### src/rtl/vec_dec_pkg.sv
// Shared definitions for the vector micro-op sequencer: FSM states,
// instruction field positions and the ALU no-op encoding.
package vec_dec_pkg;

  typedef enum logic {
    IDLE  = 1'b0,
    ISSUE = 1'b1
  } state_e;

  localparam int RS1_LSB = 15;
  localparam int RS1_MSB = 19;
  localparam int RS2_LSB = 20;
  localparam int RS2_MSB = 24;
  localparam int RD_LSB  = 7;
  localparam int RD_MSB  = 11;
  localparam int ALU_LSB = 0;
  localparam int ALU_MSB = 3;

  localparam logic [3:0] ALU_NOP = 4'hF;

endpackage

### src/rtl/vec_lane_mask_gen.sv
// Combinational lane-mask / last-beat generator for one lane group
// starting at elem_base within a vector of length vl.
module vec_lane_mask_gen #(
  parameter int NUM_LANES = 4,
  parameter int VL_W      = 5
) (
  input  logic [VL_W-1:0]      elem_base,
  input  logic [VL_W-1:0]      vl,
  output logic [NUM_LANES-1:0] lane_mask,
  output logic                 uop_last
);

  // One extra bit so elem_base + NUM_LANES never wraps.
  localparam logic [VL_W:0] LANES_EXT = (VL_W+1)'(NUM_LANES);

  logic [VL_W:0] base_ext;
  logic [VL_W:0] vl_ext;

  assign base_ext = {1'b0, elem_base};
  assign vl_ext   = {1'b0, vl};

  genvar gi;
  generate
    for (gi = 0; gi < NUM_LANES; gi++) begin : g_lane
      localparam logic [VL_W:0] OFS = (VL_W+1)'(gi);
      assign lane_mask[gi] = (base_ext + OFS) < vl_ext;
    end
  endgenerate

  assign uop_last = (base_ext + LANES_EXT) >= vl_ext;

endmodule

### src/rtl/vec_uop_sequencer.sv
// Vector decode stage: splits one instruction into lane-group micro-ops.
// Define VEC_SEQ_BACK2BACK_EN to accept a new instruction on the last beat.
module vec_uop_sequencer
  import vec_dec_pkg::*;
#(
  parameter int NUM_LANES = 4,
  parameter int MAX_VL    = 16,
  parameter int REG_AW    = 5,
  parameter int ALU_CW    = 4,
  parameter int VL_W      = $clog2(MAX_VL+1)
) (
  input  logic                 clk,
  input  logic                 rst,
  input  logic                 inst_valid,
  output logic                 inst_ready,
  input  logic [31:0]          inst,
  input  logic [VL_W-1:0]      vl,
  output logic                 uop_valid,
  input  logic                 uop_ready,
  output logic [REG_AW-1:0]    rs1,
  output logic [REG_AW-1:0]    rs2,
  output logic [REG_AW-1:0]    rd,
  output logic [ALU_CW-1:0]    alu_control,
  output logic                 reg_wrt,
  output logic [VL_W-1:0]      elem_base,
  output logic [NUM_LANES-1:0] lane_mask,
  output logic                 uop_last,
  output logic                 busy
);

  localparam logic [VL_W-1:0]   MAX_VL_V = VL_W'(MAX_VL);
  localparam logic [VL_W-1:0]   LANES_V  = VL_W'(NUM_LANES);
  localparam logic [ALU_CW-1:0] NOP_V    = ALU_CW'(ALU_NOP);

  state_e                state_q;
  logic                  uop_valid_q;
  logic [REG_AW-1:0]     rs1_q, rs2_q, rd_q;
  logic [ALU_CW-1:0]     alu_q;
  logic                  reg_wrt_q;
  logic [VL_W-1:0]       elem_base_q;
  logic [VL_W-1:0]       vl_q;
  logic [NUM_LANES-1:0]  lane_mask_q;
  logic                  uop_last_q;

  logic                  beat_done;
  logic                  accept;
  logic                  load;
  logic [VL_W-1:0]       vl_eff;
  logic [VL_W-1:0]       gen_base_d;
  logic [VL_W-1:0]       gen_vl_d;
  logic [NUM_LANES-1:0]  gen_mask;
  logic                  gen_last;
  logic [ALU_CW-1:0]     alu_d;

  assign beat_done = uop_valid_q & uop_ready;

`ifdef VEC_SEQ_BACK2BACK_EN
  assign inst_ready = (state_q == IDLE) | (beat_done & uop_last_q);
`else
  assign inst_ready = (state_q == IDLE);
`endif

  assign accept = inst_valid & inst_ready;
  // A zero-length instruction is consumed but never loaded.
  assign load   = accept & (vl != '0);
  assign vl_eff = (vl > MAX_VL_V) ? MAX_VL_V : vl;
  assign alu_d  = inst[ALU_LSB +: ALU_CW];

  // The mask generator looks ahead at the beat to be presented next.
  always_comb begin
    gen_base_d = elem_base_q + LANES_V;
    gen_vl_d   = vl_q;
    if (load) begin
      gen_base_d = '0;
      gen_vl_d   = vl_eff;
    end
  end

  vec_lane_mask_gen #(
    .NUM_LANES (NUM_LANES),
    .VL_W      (VL_W)
  ) u_mask_gen (
    .elem_base (gen_base_d),
    .vl        (gen_vl_d),
    .lane_mask (gen_mask),
    .uop_last  (gen_last)
  );

  always_ff @(posedge clk or negedge rst) begin
    if (!rst) begin
      state_q     <= IDLE;
      uop_valid_q <= 1'b0;
      rs1_q       <= '0;
      rs2_q       <= '0;
      rd_q        <= '0;
      alu_q       <= '0;
      reg_wrt_q   <= 1'b0;
      elem_base_q <= '0;
      vl_q        <= '0;
      lane_mask_q <= '0;
      uop_last_q  <= 1'b0;
    end else if (load) begin
      state_q     <= ISSUE;
      uop_valid_q <= 1'b1;
      rs1_q       <= inst[RS1_LSB +: REG_AW];
      rs2_q       <= inst[RS2_LSB +: REG_AW];
      rd_q        <= inst[RD_LSB +: REG_AW];
      alu_q       <= alu_d;
      reg_wrt_q   <= (alu_d != NOP_V);
      elem_base_q <= gen_base_d;
      vl_q        <= vl_eff;
      lane_mask_q <= gen_mask;
      uop_last_q  <= gen_last;
    end else if (beat_done) begin
      if (uop_last_q) begin
        state_q     <= IDLE;
        uop_valid_q <= 1'b0;
      end else begin
        elem_base_q <= gen_base_d;
        lane_mask_q <= gen_mask;
        uop_last_q  <= gen_last;
      end
    end
  end

  assign uop_valid   = uop_valid_q;
  assign rs1         = rs1_q;
  assign rs2         = rs2_q;
  assign rd          = rd_q;
  assign alu_control = alu_q;
  assign reg_wrt     = reg_wrt_q;
  assign elem_base   = elem_base_q;
  assign lane_mask   = lane_mask_q;
  assign uop_last    = uop_last_q;
  assign busy        = (state_q != IDLE);

endmodule

### config.mk
export PLATFORM = sky130hd
export DESIGN_NAME = vec_uop_sequencer
export DESIGN_NICKNAME = d
export VERILOG_FILES = /design/src/rtl/vec_dec_pkg.sv /design/src/rtl/vec_lane_mask_gen.sv /design/src/rtl/vec_uop_sequencer.sv
export SDC_FILE = /design/constraint.sdc
export NUM_CORES = 1
export LEC_CHECK = 0
export ABC_AREA = 1
export BUFFER_PORTS_ARGS = -buffer_cell sky130_fd_sc_hd__buf_4
export CORE_ASPECT_RATIO = 0.6
export CORE_MARGIN = 2
export CORE_UTILIZATION = 45
export DETAILED_ROUTE_END_ITERATION = 8
export GPL_TIMING_DRIVEN = 0
export PLACE_DENSITY_LB_ADDON = 0.05
export SYNTH_ARGS = -nofsm -noshare
export SYNTH_HDL_FRONTEND = slang
export SYNTH_SLANG_ARGS = --single-unit
### constraint.sdc
create_clock -name clk -period 3.1 [get_ports clk]
set_clock_uncertainty 0.05 [all_clocks]
set_input_delay 0.465 -clock clk [delete_from_list [all_inputs] [get_ports clk]]
set_output_delay 0.465 -clock clk [all_outputs]
set_load 0.05 [all_outputs]
== Yosys cells after proc, flatten, opt, wreduce, memory -nomap -nowiden ==
Cells that the tools add are included.

* Word-level logic and storage cells: 47
* Output and inout bits: 33
* Input bits: 41
* Register bits after elaboration: 36

* Reductions and logical operators: 5
* Equal/unequal tests: 2
* Bitwise gates (word level): 4
* Add/subtract/negate cells: 5
* $lt $le $gt $ge: 6
* Multiplexer cells: 15

{| class="wikitable"
|+ Operator list
! operator !! number
|-
| 5-bit two-way mux || 6
|-
| 6-bit by 5-bit less-than comparator with 1-bit output || 3
|-
| 5-bit by 2-bit adder with 6-bit output (second input constant) || 2
|-
| 4-bit two-way mux || 3
|-
| 5-bit by 1-bit adder with 6-bit output (second input constant) || 1
|-
| 5-bit by 3-bit adder with 6-bit output (second input constant) || 1
|-
| 6-bit by 5-bit >= comparator with 1-bit output || 1
|-
| 1-bit two-way mux || 6
|-
| 5-bit by 3-bit adder with 5-bit output (second input constant) || 1
|-
| 5-bit greater-than comparator (second input constant) || 1
|-
| 5-bit less-than comparator || 1
|-
| 5-bit nonzero test || 1
|-
| 4-bit inequality test (second input constant) || 1
|-
| 2-bit AND reduction || 2
|-
| 2-bit nonzero test || 2
|-
| 1-bit bitwise AND || 3
|-
| 2-bit by 1-bit inequality test with 1-bit output (second input constant) || 1
|-
| 1-bit NOT || 1
|}

== Depth between registers and ports, before layout ==
* Word-level depth: 9
* Gate-level depth with buffers: 20
* Depth with buffers taken out: 19

== Cells and area by module ==
From an unflattened synthesis, not the netlist that was laid out.

* Cells, all modules: 296
* Area, all modules: 2304.7 sq um

{| class="wikitable"
|+ By module, submodules not included
! module !! sequential area each (sq um) !! instances !! cells an instance !! area an instance (sq um)
|-
| vec_uop_sequencer || 900.9 || 1 || 176 || 1549.0
|-
| vec_lane_mask_gen || 0.0 || 1 || 120 || 755.7
|}

== Least setup slack after synthesis ==
Ideal clock, no wire load.

* Kind: register to register
* Start point: reg uop_valid_q, in the netlist uop_valid
* End point: reg lane_mask_q[3], in the netlist lane_mask[3]
* Cell stages (with the launch flop): 16
* Slack: 0.607 ns
* Arrival time: 2.326 ns
* Data required time: 2.932 ns
* Buffers on the path: 0
* Library setup time: 0.118 ns
* Period minus slack after synthesis: 2.493 ns
* Cell sequence: dfrtp_1 > nor2_2 > nand2_4 > inv_2 > nor2_1 > inv_1 > ha_1 > xor2_1 > ha_1 > inv_1 > o21bai_1 > nand2_1 > nand2_1 > nand2_1 > nand3_1 > nand2_1

* Longest elaborated chain between the ends: 9
* Elaborated cells between the ends (all ways): 14
* Classes of those cells: add/sub (1); order compare (1); eq/ne (1); mux (5); bitwise (4); reduce/logical (2)

{| class="wikitable"
|+ Ends and longest elaborated chain
! what !! line !! RTL
|-
| from (decl) || vec_uop_sequencer.sv:36 || <nowiki>logic uop_valid_q;</nowiki>
|-
| from (signal assigned) || vec_uop_sequencer.sv:92 || <nowiki>uop_valid_q <= 1'b0;</nowiki>
|-
| from (signal assigned) || vec_uop_sequencer.sv:104 || <nowiki>uop_valid_q <= 1'b1;</nowiki>
|-
| from (signal assigned) || vec_uop_sequencer.sv:117 || <nowiki>uop_valid_q <= 1'b0;</nowiki>
|-
| 1-bit NOT (*) || -- ||
|-
| 1-bit bitwise AND (*) (2 in series) || -- ||
|-
| 5-bit two-way mux (*) || -- ||
|-
| named net gen_base_d[0] || vec_uop_sequencer.sv:49 || <nowiki>logic [VL_W-1:0] gen_base_d;</nowiki>
|-
| 5-bit by 2-bit adder with 6-bit output (*) || -- ||
|-
| 6-bit by 5-bit less-than comparator with 1-bit output (*) || -- ||
|-
| 4-bit two-way mux (2 in series) || -- ||
|-
| 4-bit two-way mux (*) || -- ||
|-
| to (signal assigned) || vec_uop_sequencer.sv:112 || <nowiki>lane_mask_q <= gen_mask;</nowiki>
|-
| to (signal assigned) || vec_uop_sequencer.sv:120 || <nowiki>lane_mask_q <= gen_mask;</nowiki>
|-
| to (decl) || vec_uop_sequencer.sv:42 || <nowiki>logic [NUM_LANES-1:0] lane_mask_q;</nowiki>
|}

The timed path passes the listed nets; every way through them passes the cells marked *. The select of a mux whose other input is x is not followed.
A chain may end at the register's enable or synchronous reset.

== Final worst setup path ==
Ends and elaborated chain as after synthesis.

==> metrics <==
critical path class reg -> reg; Sw Ratio between 50% and 60%; sequential share of power between 20% and 30%; CP Max Fanout 7; largest net degree at the start of global routing 37; CP Cell Sequence nor2_2, nand2_4, inv_2, nor2_1, inv_1, ha_1, xor2_1, ha_1, inv_1, o21bai_1, nand2_1, nand2_1, nand2_1, nand3_1, nand2_1; Core Region roughly 4700 µm²; Ys Warns 0; FP Rows 19; Post-DRT Antenna Nets 0; dpl hpwl 3890 µm; Synth Register Bits 36; Finish-stage setup viols 0; Max-slew headroom around 64%; outcome finished, final reports clean; leading post-synthesis cells by cell area dfrtp_1 40%, nand2_1 18%, ha_1 13%; Simple-Gate Fraction of Synth Area between 20% and 30%; Slew Viols, Final 0; Slew @ Worst Pin roughly 0.53 ns; Lkg Pwr about 1.7 nW; xor/xnor share of the synthesized area under 10%; Num CTS Buffers 5; Root Driver clkbuf_8; CP max stage delay ~0.46 ns; WHS around 0.075 ns; Clock Latency Late Sink 0.28 ns; final wirelength 4990 µm; RSZ-0062 raised after global routing false; Reg clk slew, reported paths approximately 0.070 ns; Synth Instances 287; CP startpoint kind flip-flop; area leader, netlist dfrtp_1; IO Count 74; Net Sw Power 1.86 mW; DRT Pass-1 Iters 4; # diodes 0; GRT overflow 0; Async SR Flop Fraction 100%; Setup WS post-layout about 0.45 ns; Initial Util roughly half; Port Buffers 60; CP endpoint kind flip-flop; # hold bufs at CTS 0; sequential share of the synthesized area between 40% and 50%; gpl congestion between 0.8 and 0.9; Post-Synth Adder-Cell Area approximately an eighth; total of max-cap violations 0; Die ar. between 5000 and 6000 µm²; EDFF count, synth 0; Routed wire per std cell roughly 12 µm; Synth Cell Area 2250 µm²; GR Util All Layers between 10% and 20%; Fmax achieved around 380 MHz; peak supply drop between 0.6 and 0.7 mV; H-tree levels 2; Net count, final roughly 420; Filler cells around 440; unique cell type count in the Yosys netlist 31; Logic pwr share 65.3%; Final min period approximately 2.6 ns; vias 1,921; pwr/cell area 1220 nW/µm²; worst hold path class in -> async; first-pass GRT wire length around 8400 µm; Final period util between 80% and 90%; CP max-delay cell dfrtp_1; post-synthesis compound-gate area fraction slightly below 7%; area share of the largest cell type after synthesis ~40%; critical path arrival 2.77 ns; Power Total ~3.5 mW; initial antenna violation count 0; Mean Syn Cell Area approximately 7.8 µm²; share of layout cells above drive strength 1 between 20% and 30%; crit-path most repeated cell nand2_1; Post-CTS Setup Bufs 0; DRT iter0 DRCs between 90 and 100; post-CTS sizing 0; vias per inst between 4 and 5; CTS tree done; syn nets 351; die height 58.8 µm; vias in the first global route about 1,700; Pint ~1.7 mW; Max clock buf depth 2; clock power share a little under an eighth; Hold Fails Final Rpt 0; Die Span X around 95 µm; clk sink count 36; Top FF cell, synth dfrtp_1; Req. time, crit path 3.22 ns; Post-Place Setup Slack 0.178 ns; mux contribution to synthesized area 0%; Setup TNS Final 0 ns; Residual DRC 0; area grow syn2layout 28.5%; largest family of logic cells by synthesized area simple AND/OR/NAND/NOR gates
==> cell usage after synthesis, types with 3 or more instances <==
| master | number |
|---|---|
| nand3_1 | 5 |
| inv_2 | 5 |
| inv_1 | 43 |
| nand2_2 | 3 |
| xor2_1 | 5 |
| a21oi_1 | 4 |
| o21ai_0 | 11 |
| nor2_2 | 3 |
| nor2_1 | 13 |
| nand2_1 | 108 |
| buf_2 | 3 |
| dfrtp_1 | 36 |
| ha_1 | 23 |
==> placed cells by master, fill, tap and decap left out, types with 2 or more instances in the layout <==
| cell type | netlist | routed |
|---|---|---|
| ha_1 | 23 | 23 |
| nor2_2 | 3 | 3 |
| nand4_1 | 2 | 2 |
| buf_2 | 3 | 3 |
| xnor2_1 | 2 | 2 |
| buf_4 | 2 | 62 |
| nor2_1 | 13 | 13 |
| o21ai_1 | 2 | 2 |
| a22oi_2 | 2 | 2 |
| o21bai_1 | 2 | 2 |
| clkbuf_8 | 0 | 5 |
| nand2_2 | 3 | 3 |
| inv_1 | 43 | 43 |
| nand2_1 | 108 | 108 |
| o21ai_0 | 11 | 11 |
| a21oi_1 | 4 | 4 |
| nand3_1 | 5 | 5 |
| nand2_4 | 2 | 2 |
| xor2_1 | 5 | 5 |
| inv_2 | 5 | 5 |
| dfrtp_1 | 36 | 36 |
==> final cells by class <==
cell class | instances | area (µm²) | share of cell area, %
inverters | 48 | 180 | 6.23
well taps | 63 | 78.8 | 2.73
plain buffers | 7 | 56.3 | 1.95
multi-input cells | 196 | 1110 | 38.5
clock buffers | 5 | 68.8 | 2.38
flip-flops and latches | 36 | 901 | 31.2
repair buffers | 60 | 450 | 15.6
clock inverters | 3 | 42.5 | 1.47
==> power groups by stage <==
stage          clock network [mW]  logic [mW]  registers (mW)
2_1_floorplan                   0        1.06            1.46
3_3_place_gp                    0        2.28           0.827
3_5_place_dp                    0        2.31           0.830
4_1_cts                     0.415        2.33           0.826
5_1_grt                     0.444        2.58           0.853
6_report                    0.405        2.31           0.824
==> per-stage QoR <==
stage,utilization (%),instances,instance area [µm²]
2_1_floorplan,-,287,2250
3_5_place_dp,59.3,410,2780
4_1_cts,61.7,418,2890
6_report,61.7,418,2890
5_1_grt,61.7,418,2890
3_3_place_gp,59.3,410,2780
==> critical path: cells and delay by family, from the launching register on <==
kind / cells / cell delay (ns)
AND/OR/NAND/NOR: 8 / 0.89
flip-flops: 1 / 0.46
XOR/XNOR: 1 / 0.18
adder cells (fa/ha/maj): 2 / 0.57
AO/OA/AOI/OAI: 1 / 0.15
buffers and inverters: 3 / 0.24
==> routing by layer <==
metal | vias up | routed length [µm] | track usage, %
li1 | 1013 | - | -
met1 | 843 | 2530 | 30.8
met2 | 63 | 2020 | 27.5
met3 | 2 | 436 | 6.40
met4 | 0 | 9 | 1.86
met5 | - | 0 | 0
==> state kept, by name, summed over array words and instances (netlist names) <==
name / flops
rd: 5
rs2: 5
lane_mask: 4
rs1: 5
vl_q: 5
uop_valid: 1
elem_base: 5
reg_wrt: 1
alu_control: 4
uop_last: 1
==> cells by family (layout without fill, tap and decap cells) <==
group           Yosys count  count (layout)
compound gates           24              24
xor+xnor                  7               7
fa+ha+maj                23              23
buf+inv                  55             123
flops                    36              36
simple gates            142             142
==> final timing paths <==
path / startpoint / end / slack (ns) / cells after the start
min in group clk: inst[8] / rd[1] / 0.33 / 3
worst min register to register: lane_mask[1] / lane_mask[1] / 0.43 / 2
worst max-delay path: uop_valid / lane_mask[3] / 0.45 / 15
worst min-delay path: rst / lane_mask[3] / 0.08 / 1
max in group asynchronous: rst / rd[0] / 2.61 / 1
worst max register to register: uop_valid / lane_mask[3] / 0.45 / 15
(Power assumes the default switching activity.)
